<file path="config.mk">
export PLATFORM = sky130hd
export DESIGN_NAME = ahb_slave_regfile
export DESIGN_NICKNAME = d
export VERILOG_FILES = /design/src/rtl/ahb_slave_regfile.sv
export SDC_FILE = /design/constraint.sdc
export NUM_CORES = 1
export LEC_CHECK = 0
export BUFFER_PORTS_ARGS = -buffer_cell sky130_fd_sc_hd__buf_2
export CAP_MARGIN = 40
export CORE_MARGIN = 3
export CORE_UTILIZATION = 35
export CTS_CLUSTER_SIZE = 28
export DETAILED_ROUTE_END_ITERATION = 16
export GPL_ROUTABILITY_DRIVEN = 0
export PLACE_DENSITY = 0.49
export SLEW_MARGIN = 5
export SYNTH_ARGS = -nofsm -noshare
export SYNTH_HDL_FRONTEND = slang
export SYNTH_SLANG_ARGS = --single-unit
</file>
<file path="constraint.sdc">
create_clock -name HCLK -period 3.25 [get_ports HCLK]
set_input_delay 0.4875 -clock HCLK [delete_from_list [all_inputs] [get_ports HCLK]]
set_output_delay 0.4875 -clock HCLK [all_outputs]
set_load 0.05 [all_outputs]
</file>
<file path="src/rtl/ahb_slave_regfile.sv">
// rtl/ahb_slave_regfile.sv - AHB-Lite subordinate fronting a word register file
// Programmable wait states, byte/halfword lanes, two-cycle ERROR on illegal access.
module ahb_slave_regfile #(
    parameter int DEPTH       = 16,
    parameter int WAIT_STATES = 1
) (
    input  logic        HCLK,
    input  logic        HRESETn,
    input  logic        HSEL,
    input  logic [31:0] HADDR,
    input  logic [1:0]  HTRANS,
    input  logic        HWRITE,
    input  logic [2:0]  HSIZE,
    input  logic [31:0] HWDATA,
    input  logic        HREADY,
    output logic [31:0] HRDATA,
    output logic        HREADYOUT,
    output logic        HRESP
);
    localparam int         IDX_W     = (DEPTH > 1) ? $clog2(DEPTH) : 1;
    localparam logic [2:0] WAIT_INIT = (WAIT_STATES > 0) ? 3'(WAIT_STATES - 1) : 3'd0;

    typedef enum logic [2:0] {ST_IDLE, ST_WAIT, ST_DATA, ST_ERR1, ST_ERR2} state_t;

    state_t           state_q, state_d;
    logic [2:0]       cnt_q, cnt_d;
    logic [IDX_W-1:0] idx_q, idx_d;
    logic [1:0]       off_q, off_d;
    logic [1:0]       size_q, size_d;
    logic             write_q, write_d;
    logic [31:0]      hrdata_q, hrdata_d;
    logic [31:0]      mem_q [DEPTH];
    logic [31:0]      mem_d [DEPTH];

    logic       accept;
    logic       legal;
    logic       misaligned;
    logic       take_new;
    logic [3:0] lanes;
    logic       unused_htrans0;

    assign unused_htrans0 = HTRANS[0];
    assign accept         = HSEL && HREADY && HTRANS[1];

    always_comb begin
        misaligned = ((HSIZE == 3'b001) && HADDR[0]) ||
                     ((HSIZE == 3'b010) && (HADDR[1:0] != 2'b00));
        legal      = (HADDR[31:2] < 30'(DEPTH)) && (HSIZE <= 3'b010) && !misaligned;
    end

    always_comb begin
        case (size_q)
            2'b00:   lanes = 4'b0001 << off_q;
            2'b01:   lanes = off_q[1] ? 4'b1100 : 4'b0011;
            default: lanes = 4'b1111;
        endcase
    end

    always_comb begin
        state_d   = state_q;
        cnt_d     = cnt_q;
        idx_d     = idx_q;
        off_d     = off_q;
        size_d    = size_q;
        write_d   = write_q;
        hrdata_d  = hrdata_q;
        mem_d     = mem_q;
        HREADYOUT = 1'b1;
        HRESP     = 1'b0;
        take_new  = 1'b0;

        case (state_q)
            ST_IDLE: take_new = 1'b1;
            ST_WAIT: begin
                HREADYOUT = 1'b0;
                if (cnt_q == 3'd0) state_d = ST_DATA;
                else               cnt_d   = cnt_q - 3'd1;
            end
            ST_DATA: begin
                if (write_q) begin
                    for (int b = 0; b < 4; b++) begin
                        if (lanes[b]) mem_d[idx_q][8*b +: 8] = HWDATA[8*b +: 8];
                    end
                end else begin
                    hrdata_d = mem_q[idx_q];
                end
                take_new = 1'b1;
            end
            ST_ERR1: begin
                HREADYOUT = 1'b0;
                HRESP     = 1'b1;
                state_d   = ST_ERR2;
            end
            ST_ERR2: begin
                HRESP    = 1'b1;
                take_new = 1'b1;
            end
            default: state_d = ST_IDLE;
        endcase

        // Only states that end a data phase (HREADYOUT=1) may start the next one.
        if (take_new) begin
            state_d = ST_IDLE;
            if (accept) begin
                idx_d   = HADDR[IDX_W+1:2];
                off_d   = HADDR[1:0];
                size_d  = HSIZE[1:0];
                write_d = HWRITE;
                if (!legal) begin
                    state_d = ST_ERR1;
                end else if (WAIT_STATES > 0) begin
                    state_d = ST_WAIT;
                    cnt_d   = WAIT_INIT;
                end else begin
                    state_d = ST_DATA;
                end
            end
        end
    end

    // Read data comes straight from the array during the read data phase, then is held.
    assign HRDATA = ((state_q == ST_DATA) && !write_q) ? mem_q[idx_q] : hrdata_q;

    always_ff @(posedge HCLK or negedge HRESETn) begin
        if (!HRESETn) begin
            state_q  <= ST_IDLE;
            cnt_q    <= 3'd0;
            idx_q    <= '0;
            off_q    <= 2'b00;
            size_q   <= 2'b00;
            write_q  <= 1'b0;
            hrdata_q <= 32'h0;
            for (int i = 0; i < DEPTH; i++) mem_q[i] <= 32'h0;
        end else begin
            state_q  <= state_d;
            cnt_q    <= cnt_d;
            idx_q    <= idx_d;
            off_q    <= off_d;
            size_q   <= size_d;
            write_q  <= write_d;
            hrdata_q <= hrdata_d;
            mem_q    <= mem_d;
        end
    end
endmodule

</file>
==> impl_metrics.py, run 1 <==
metrics = {
    "cells_and_area": {
        "final_cells": 2878,
        "fillers": 6435,
        "synthToLayoutAreaGrowth_pct": 18.8,
        "final_common_cell": "dfrtp_1",
        "nets": 1967,
        "final_cell_mix": "dfrtp_1 (557), mux2_2 (512), mux2i_1 (129)",
        "drive_above_1_share_pct": 49.9,
    },
    "global_routing": {
        "gr-total-overflow": 0,
        "grt_pass1_vias": 16100,
        "grt_pass1_wl_um": 102000,
        "grt_use_total_pct": 17.9,
        "grt_max_degree": 89,
        "antenna_found_initial": 2,
    },
    "detailed_routing": {
        "dr.pass1.iters": 5,
        "wl_um": 67100,
        "route.detailed.drc": 0,
        "drtIter0Drc": 809,
        "post_drt_wl_per_cell_um": 23.3,
        "via_per_inst": 5.27,
        "via_count": 15200,
        "drtAntennaViolNets": 0,
    },
    "sta": {
        "setup_ws_ps": 51.3,
        "timing.slew.headroom_pct": 43.6,
        "worst_pin_slew_ps": 847,
        "fin_hold_ws_ps": 95.8,
        "finalSetupViolCount": 0,
        "fin_skew_ps": 10.4,
        "fin_crit_sh_pct": 98.4,
        "fin_crit_ps": 3200,
        "rsz0062_at_grt": "yes",
        "fmax_mhz": 313,
        "maxSlewViolCount": 0,
        "hold_viol": 0,
    },
    "setup_path": {
        "crit_required_ps": 2760,
        "critPathTopFamily": "simple AND/OR/NAND/NOR gates",
        "crit_path_start": "idx_q[0]",
        "path_buf_inv": 2,
        "crit_path_end_kind": "primary output",
        "crit_arrival_ps": 2710,
        "worstSetupPathType": "register to primary output",
        "startpoint_type": "register",
        "reg2reg_from": "idx_q[1]",
        "critPathSlowestCell": "or3b_2",
        "worstPathMaxFanout": 14,
        "crit_chain": "or3b_2, buf_6, o22ai_2, nor2_1, a31oi_1, buf_4",
        "slowest_delay_ps": 550,
    },
    "logic_synthesis": {
        "ys_types": 43,
        "synth_area_leaders": "dfrtp_1 (56%), mux2_2 (23%), mux4_2 (5.7%)",
        "synthArstFlopShare_pct": 100,
        "yosysTopAreaCell": "dfrtp_1",
        "synth_seq_cells": 559,
        "synth.top_cell.area_share_pct": 55.5,
        "synth_cells": 1735,
        "ys_seq_area_share_pct": 55.5,
        "netlist_area_um2": 25200,
        "synth-edff-count": 0,
        "synth_flop_cell": "dfrtp_1",
        "syn-num-nets": 1811,
        "synth.avg_cell_area_um2": 14.5,
        "yosys_warnings": 0,
    },
    "clocking": {
        "h-tree-depth": 2,
        "clkSlewWorstSetupHoldPaths_ps": 60,
        "cts_buffer_depth": 3,
        "cts_buffers": 60,
        "cts_sinks": 559,
        "clk_latency_ps": 610,
        "cts_tree": "built",
        "cts-root-buf": "clkbuf_16",
    },
    "pwr": {
        "pwr-share-comb_pct": 23.1,
        "peakVddDrop_mv": 0.408,
        "powerDensity_nw_per_um2": 644,
        "power_frac_seq_pct": 42.0,
        "switching_share_pct": 29.6,
        "switchingPower_mw": 5.71,
        "p_int_mw": 13.6,
        "p_leak_nw": 13.2,
        "clockPowerShare_pct": 34.9,
    },
    "floorplanning": {
        "fp.coreArea_um2": 70600,
        "rows": 97,
        "dieWidth_um": 274,
        "dieArea_um2": 75200,
        "fp.dieH_um": 274,
        "io_pins": 108,
        "initial_core_util_pct": 35.7,
    },
    "min_path": {
        "min_path_type": "input port to register",
        "min_from": "HWRITE",
    },
    "placement": {
        "dp.cells": 2759,
        "dp_hpwl_um": 42600,
        "pre_cts_slack_ps": 395,
        "numPortBuffers": 106,
    },
    "flow_run": {
        "drv_cap": 0,
    },
    "status": {
        "status": "finished clean",
    },
}
## layout make-up
cell class / instances / area (um2) / area share [%]
Timing Repair Buffer: 209 / 1770 / 5.92
Clock buffer: 90 / 1770 / 5.90
Sequential cell: 559 / 14000 / 46.8
Inverter: 5 / 18.8 / 0.0627
Clock inverter: 18 / 169 / 0.564
Antenna cell: 1 / 2.50 / 0.00836
Multi-Input combinational cell: 1056 / 11000 / 36.8
Tap cell: 940 / 1180 / 3.93
## path summary, 6_finish.rpt
check                          endpoint  slack (ps)  cells past startpoint
min in group asynchronous  hrdata_q[29]         480                      2
max reg2reg                  mem_q[484]         400                      7
min                             write_q         100                      3
max                          HRDATA[13]          50                      6
max in group asynchronous    mem_q[327]        1710                      3
min reg2reg                   size_q[0]         490                      2
## registers in the layout, indices dropped and copies added, names as in the netlist
signal and cells:
size_q 2, mem_q 512, state_q 3, hrdata_q 32, idx_q 4, write_q 1, cnt_q 3, off_q 2
## metrics by stage
| step | area (um2) | utilization [%] | TNS (ps) | total power, mW |
|---|---|---|---|---|
| 2_1_floorplan | 25200 | - | 0 | 10.8 |
| 3_3_place_gp | 27500 | 38.9 | 0 | 12.2 |
| 3_5_place_dp | 27500 | 38.9 | 0 | 12.3 |
| 4_1_cts | 29700 | 42.1 | -229 | 19.4 |
| 5_1_grt | 29900 | 42.4 | -202 | 20.1 |
| 6_report | 29900 | 42.4 | 0 | 19.3 |
## power by group through the flow
| stage | combinational (mW) | sequential, mW | clock (mW) |
|---|---|---|---|
| after floorplan | 2.72 | 8.09 | 0 |
| after global placement | 4.04 | 8.19 | 0 |
| after detailed placement | 4.10 | 8.22 | 0 |
| after CTS | 4.38 | 8.08 | 6.95 |
| after global routing | 4.75 | 8.18 | 7.22 |
| final | 4.45 | 8.09 | 6.73 |
## synth_stat cells (all sizes together), types with 9 or more instances
master and count:
nand3 23, dfrtp 559, a22oi 32, nor2 68, mux2i 129, nor3 37
buf 32, mux2 513, nor4 9, o22ai 64, a31oi 35, clkbuf 83
nand2 35, mux4 64
## cell families (layout without fill, tap and decap cells)
| logic type | after synthesis | count (layout) | synth area share [%] |
|---|---|---|---|
| fa+ha+maj | 2 | 2 | 0.0993 |
| mux | 706 | 706 | 33.8 |
| xor+xnor | 1 | 1 | 0.0348 |
| simple gates | 199 | 199 | 4.69 |
| other cells | 0 | 1 | 0 |
| flops | 559 | 559 | 55.5 |
| buf+inv | 120 | 322 | 1.99 |
| compound gates | 148 | 148 | 3.87 |
## worst register-to-register path, cell delays in order, from the launching register on
cell and delay, ps:
dfrtp_4 590, buf_4 200, buf_8 150, or2_2 420, nor4_1 320, buf_4 190, nand2_1 390, mux2_2 450
## what timing repair did
item / in CTS / in global routing
resized for setup: 63 / 25
endpoints found under the hold margin: 69 / 0
buffers inserted: 4 / 4
hold buffers: 1 / 0
setup endpoints to repair: 31 / 25
gates cloned: 0 / 1
pin swaps: 4 / 4
## metal layers
| layer | global-route usage, % | share of wire (%) |
|---|---|---|
| met5 | 0 | 0.019 |
| met1 | 25.5 | 47 |
| met3 | 2.86 | 3.5 |
| met4 | 4.23 | 2.0 |
| met2 | 28.8 | 47 |
(Power assumes the default switching activity.)
==> inputs of run 2 (changes only) <==
--- a/config.mk
+++ b/config.mk
@@ -9,9 +9,9 @@
 export CAP_MARGIN = 40
 export CORE_MARGIN = 3
-export CORE_UTILIZATION = 35
+export CORE_UTILIZATION = 60
 export CTS_CLUSTER_SIZE = 28
 export DETAILED_ROUTE_END_ITERATION = 16
 export GPL_ROUTABILITY_DRIVEN = 0
-export PLACE_DENSITY = 0.49
+export PLACE_DENSITY = 0.77
 export SLEW_MARGIN = 5
 export SYNTH_ARGS = -nofsm -noshare
==> constraint.sdc (replaced) <==
create_clock -name HCLK -period 3.25 [get_ports HCLK]
set_input_delay 0 -clock HCLK [delete_from_list [all_inputs] [get_ports HCLK]]
set_output_delay 0 -clock HCLK [all_outputs]
set_load 0.05 [all_outputs]
==> run 2 against run 1 <==
Compared with the run above: clock-buffer cell count down 6; routed wire length is 14% lower; worst setup slack better by 20 ps; via count is 0.47% higher; sequential power grew 0.5%; global-route usage is 8.7 points higher; sequential cell count did not move; critical path depth up 4; worst hold slack lost 40 ps; final cell count shrank 14%; combinational power shrank 15%; clock skew up 3.9 ps; highest routed layer unchanged.
==> impl_metrics.py, run 2 (synthesized netlist as in run 1, its figures left out) <==
metrics = {
    "setup_path": {
        "crit_required_ps": 3720,
        "path_buf_inv": 6,
        "critPathSlowestCell": "dlygate4sd3_1",
        "worstSetupPathType": "input port to register",
        "critPathMostFrequentCell": "dlygate4sd3_1",
        "crit_path_end_kind": "register",
        "slowest_delay_ps": 650,
        "crit_arrival_ps": 3640,
        "crit_chain": "dlygate4sd3_1, buf_2, nor4_1, dlygate4sd3_1, nand2_1, dlygate4sd3_1, nor4_1, dlygate4sd3_1, a31oi_1, dlygate4sd3_1",
        "timing.reg2reg.setup_slack_ps": 580,
        "worstPathMaxFanout": 4,
        "critPathTopFamily": "buffers and inverters",
        "startpoint_type": "input port",
    },
    "detailed_routing": {
        "via_count": 15300,
        "wl_um": 57600,
        "route.detailed.drc": 0,
        "drtIter0Drc": 732,
        "drtAntennaViolNets": 0,
        "dr.pass1.iters": 5,
        "via_per_inst": 6.18,
        "post_drt_wl_per_cell_um": 23.3,
    },
    "placement": {
        "dp.cells": 2318,
        "dp_hpwl_um": 36500,
        "pre_cts_slack_ps": 605,
        "numPortBuffers": 106,
    },
    "floorplanning": {
        "dieArea_um2": 44500,
        "fp.dieH_um": 211,
        "fp.coreArea_um2": 41100,
        "io_pins": 108,
        "dieWidth_um": 211,
        "initial_core_util_pct": 61.3,
        "rows": 74,
    },
    "pwr": {
        "switchingPower_mw": 5.30,
        "p_leak_nw": 13.0,
        "p_int_mw": 12.9,
        "power_frac_seq_pct": 44.6,
        "pwr-share-comb_pct": 20.7,
        "switching_share_pct": 29.1,
        "peakVddDrop_mv": 0.401,
        "clockPowerShare_pct": 34.7,
        "powerDensity_nw_per_um2": 632,
    },
    "global_routing": {
        "grt_pass1_wl_um": 92800,
        "gr-total-overflow": 0,
        "grt_use_total_pct": 26.6,
        "grt_pass1_vias": 16700,
        "antenna_found_initial": 0,
        "grt_max_degree": 101,
    },
    "flow_run": {
        "drv_cap": 0,
    },
    "clocking": {
        "cts_tree": "built",
        "h-tree-depth": 2,
        "cts_sinks": 559,
        "clkSlewWorstSetupHoldPaths_ps": 60,
        "cts-root-buf": "clkbuf_16",
        "cts_buffers": 56,
        "post-cts-setup-buffers": 0,
        "clk_latency_ps": 600,
        "cts_buffer_depth": 3,
    },
    "cells_and_area": {
        "final_cell_mix": "dfrtp_1 (557), mux2_2 (512), mux2i_1 (129)",
        "nets": 1970,
        "final_common_cell": "dfrtp_1",
        "largest_reg_flops": 512,
        "drive_above_1_share_pct": 45.7,
        "regMostFlops": "mem_q",
        "antenna_cells": 0,
        "synthToLayoutAreaGrowth_pct": 14.6,
        "final_cells": 2467,
        "reg.largest.list": "mem_q x512, hrdata_q x32, idx_q x4",
    },
    "sta": {
        "setup_ws_ps": 71.7,
        "timing.slew.headroom_pct": 39.0,
        "hold_viol": 0,
        "fin_skew_ps": 14.2,
        "fmax_mhz": 315,
        "worst_pin_slew_ps": 910,
        "setup_tns_ps": 0,
        "finalSetupViolCount": 0,
        "rsz0062_at_grt": "no",
        "fin_crit_ps": 3180,
        "maxSlewViolCount": 0,
        "fin_crit_sh_pct": 97.8,
    },
    "min_path": {
        "min_path_type": "input port to asynchronous set/reset pin",
    },
    "status": {
        "status": "finished clean",
    },
}
## run 2: cell count changes in the layout (fill, tap and decap cells not counted), sizes merged
cell         previous run  this run
dlygate4sd3             1        50
bufinv                  3         2
diode                   1         0
buf                   207       166
clkinv                 15        13
clkbuf                 91        84
## run 2: through the flow
step | power (mW) | hold WS [ps] | cell area (um2) | util, %
after detailed placement | 12.0 | 115 | 26500 | 64.6
after floorplan | 10.8 | -296 | 25200 | -
after CTS | 18.4 | 78.0 | 28900 | 70.2
after global placement | 11.8 | 103 | 26500 | 64.5
final | 18.2 | 55.8 | 28900 | 70.2
after global routing | 19.0 | 135 | 28900 | 70.2
## run 2: power by group through the flow
stage	clock network, mW	logic, mW	registers [mW]
6_report	6.33	3.78	8.13
5_1_grt	6.72	4.03	8.22
4_1_cts	6.45	3.79	8.13
3_5_place_dp	0	3.73	8.24
3_3_place_gp	0	3.64	8.18
2_1_floorplan	0	2.72	8.09
## run 2: metal layers
layer | GRT usage [%] | up-vias | share of wire [%]
met5 | 0.431 | - | 0.045
met4 | 8.27 | 2 | 2.7
met3 | 4.44 | 96 | 4.6
met2 | 44.0 | 347 | 49
met1 | 36.8 | 8033 | 44
li1 | - | 6775 | -
## run 2: final timing paths
check / from / cells past startpoint / endpoint
hold reg to reg: off_q[0] / 2 / off_q[0]
setup / recovery: HADDR[15] / 10 / cnt_q[1]
setup reg to reg: idx_q[1] / 4 / mem_q[480]
min in group HCLK: HWRITE / 4 / write_q
hold / removal: HRESETn / 2 / mem_q[441]
max in group asynchronous: HRESETn / 3 / mem_q[356]
## run 2: cell type report
cell class              count  area [um2]
clock buffers              84        1700
clock inverters            15         125
fillers                  2749       12200
inverters                   5        18.8
multi-input cells        1056       10700
flip-flops and latches    559       14000
well taps                 532         666
repair buffers            216        1650
## run 2: what timing repair did
| action | 4_1_cts | 5_1_grt |
|---|---|---|
| setup endpoints to repair | 0 | 1 |
| gates resized for setup | 0 | 1 |
| hold buffers | 50 | 0 |
| hold endpoints to repair | 633 | 0 |
==> inputs of run 3 (changes only) <==
- CORE_UTILIZATION: 60 -> 45
- GPL_TIMING_DRIVEN: unset -> 0
- PLACE_DENSITY: 0.77 -> 0.6
==> run 3 against run 2 <==
Compared with the run above: critical path depth shrank 1; non-clock buffer count increased by 100; clock-buffer cell count up 4; global-route usage is 2.8 points lower; via count increased by 3.4%; sequential cell count is the same; highest routed layer is now met4.
==> impl_metrics.py, run 3 (synthesized netlist as in run 1, its figures left out) <==
metrics = {
    "status": {
        "status": "finished clean",
    },
    "setup_path": {
        "crit_required_ps": 3250,
        "worstSetupPathType": "register to primary output",
        "worstPathMaxFanout": 10,
        "crit_path_end_kind": "primary output",
        "crit_arrival_ps": 3180,
        "startpoint_type": "register",
    },
    "flow_run": {
        "drv_cap": 0,
    },
    "sta": {
        "worst_pin_slew_ps": 977,
        "timing.slew.headroom_pct": 34.9,
        "finalSetupViolCount": 0,
        "setup_ws_ps": 71.8,
        "fmax_mhz": 315,
        "fin_crit_ps": 3180,
        "rsz0062_at_grt": "yes",
        "fin_crit_sh_pct": 97.8,
        "fin_skew_ps": 22.6,
        "maxSlewViolCount": 0,
        "hold_viol": 0,
        "fin_hold_ws_ps": 8.89,
    },
    "cells_and_area": {
        "largest_reg_flops": 512,
        "antenna_cells": 0,
        "final_cells": 2785,
        "reg.largest.list": "mem_q x512, hrdata_q x32, idx_q x4",
        "regMostFlops": "mem_q",
        "drive_above_1_share_pct": 45.7,
        "synthToLayoutAreaGrowth_pct": 18.7,
        "final_cell_mix": "dfrtp_1 (558), mux2_2 (512), mux2i_1 (129)",
        "final_common_cell": "dfrtp_1",
        "nets": 2071,
        "fin_util_pct": 54.2,
    },
    "pwr": {
        "powerDensity_nw_per_um2": 637,
        "p_leak_nw": 13.3,
        "power_mw": 19.1,
        "peakVddDrop_mv": 0.399,
    },
    "global_routing": {
        "grt_pass1_vias": 16900,
        "grt_use_total_pct": 23.8,
        "gr-total-overflow": 0,
        "antenna_found_initial": 0,
        "grt_max_degree": 123,
        "grt_pass1_wl_um": 106000,
    },
    "detailed_routing": {
        "wl_um": 69100,
        "dr.pass1.iters": 5,
        "drtAntennaViolNets": 0,
        "via_count": 15800,
        "via_per_inst": 5.66,
        "route.detailed.drc": 0,
        "drtIter0Drc": 1162,
        "post_drt_wl_per_cell_um": 24.8,
    },
    "clocking": {
        "cts_sinks": 559,
        "h-tree-depth": 2,
        "cts_buffers": 57,
        "clk_latency_ps": 610,
        "clkSlewWorstSetupHoldPaths_ps": 60,
        "cts-root-buf": "clkbuf_16",
        "cts_tree": "built",
        "cts_buffer_depth": 3,
    },
    "floorplanning": {
        "dieWidth_um": 243,
        "dieArea_um2": 58900,
        "fp.coreArea_um2": 55200,
        "rows": 86,
        "initial_core_util_pct": 45.6,
        "fp.dieH_um": 243,
        "io_pins": 108,
    },
    "placement": {
        "numPortBuffers": 106,
        "pre_cts_slack_ps": -16.2,
        "dp.cells": 2630,
        "dp_hpwl_um": 50600,
    },
    "min_path": {
        "min_path_type": "input port to asynchronous set/reset pin",
    },
}
-- run 3: cell count changes in the layout (fill, tap and decap cells not counted), moves of 13 or more --
cell	before	now
buf_12	13	0
buf_4	47	14
buf_6	0	22
buf_8	1	22
clkbuf_1	10	67
clkbuf_2	0	21
-- run 3: per-stage QoR --
step | TNS [ps] | area [um2]
2_1_floorplan | 0 | 25200
3_3_place_gp | -4977310 | 26700
3_5_place_dp | -16.2 | 27300
4_1_cts | 0 | 29800
5_1_grt | -31.9 | 29900
6_report | 0 | 29900
-- run 3: area by class of cell --
cell class	instances	area (um2)
Fill cell	4594	25300
Sequential cell	559	14000
Multi-Input combinational cell	1056	10800
Clock buffer	88	1770
Timing Repair Buffer	202	1720
Tap cell	748	936
Buffer	114	553
Clock inverter	13	101
Inverter	5	18.8
-- run 3: timing repair --
action	in CTS	in global routing
hold endpoints to repair	293	0
setup buffers	0	3
hold buffers	52	0
setup endpoints to repair	32	29
resized for setup	49	33
-- run 3: final timing paths --
kind                               to        from  slack (ps)  cells past startpoint
max                        HRDATA[19]    idx_q[0]          70                      9
min reg2reg                mem_q[315]  mem_q[315]         500                      1
max reg2reg                  off_q[1]  state_q[0]         220                      7
min                        mem_q[193]     HRESETn           9                      2
min in group HCLK             write_q      HWRITE         150                      4
max in group asynchronous  mem_q[504]     HRESETn        1610                      4
-- run 3: report_power, final --
part | leakage (nW) | total, mW | internal (mW) | switching, mW
Clock | 0.928 | 6.53 | 3.80 | 2.72
Combinational | 5.24 | 4.44 | 1.72 | 2.73
Sequential | 7.14 | 8.09 | 7.73 | 0.362
-- run 3: critical path, stage by stage, from the launching register on --
cell      delay [ps]
dfrtp_1          420
clkbuf_2         260
buf_6            270
nand3b_1         280
buf_2            300
buf_8            180
o22ai_1           90
nor2_1           290
a31oi_1          200
clkbuf_4         260
-- run 3: per-layer routing --
metal  track usage, %  up-vias  wire length [um]
li1                 -     6963                 -
met5                0        -                 0
met2             40.8      414             33900
met1             31.5     8274             29600
met4             7.10        0              2140
met3             3.52      118              3380
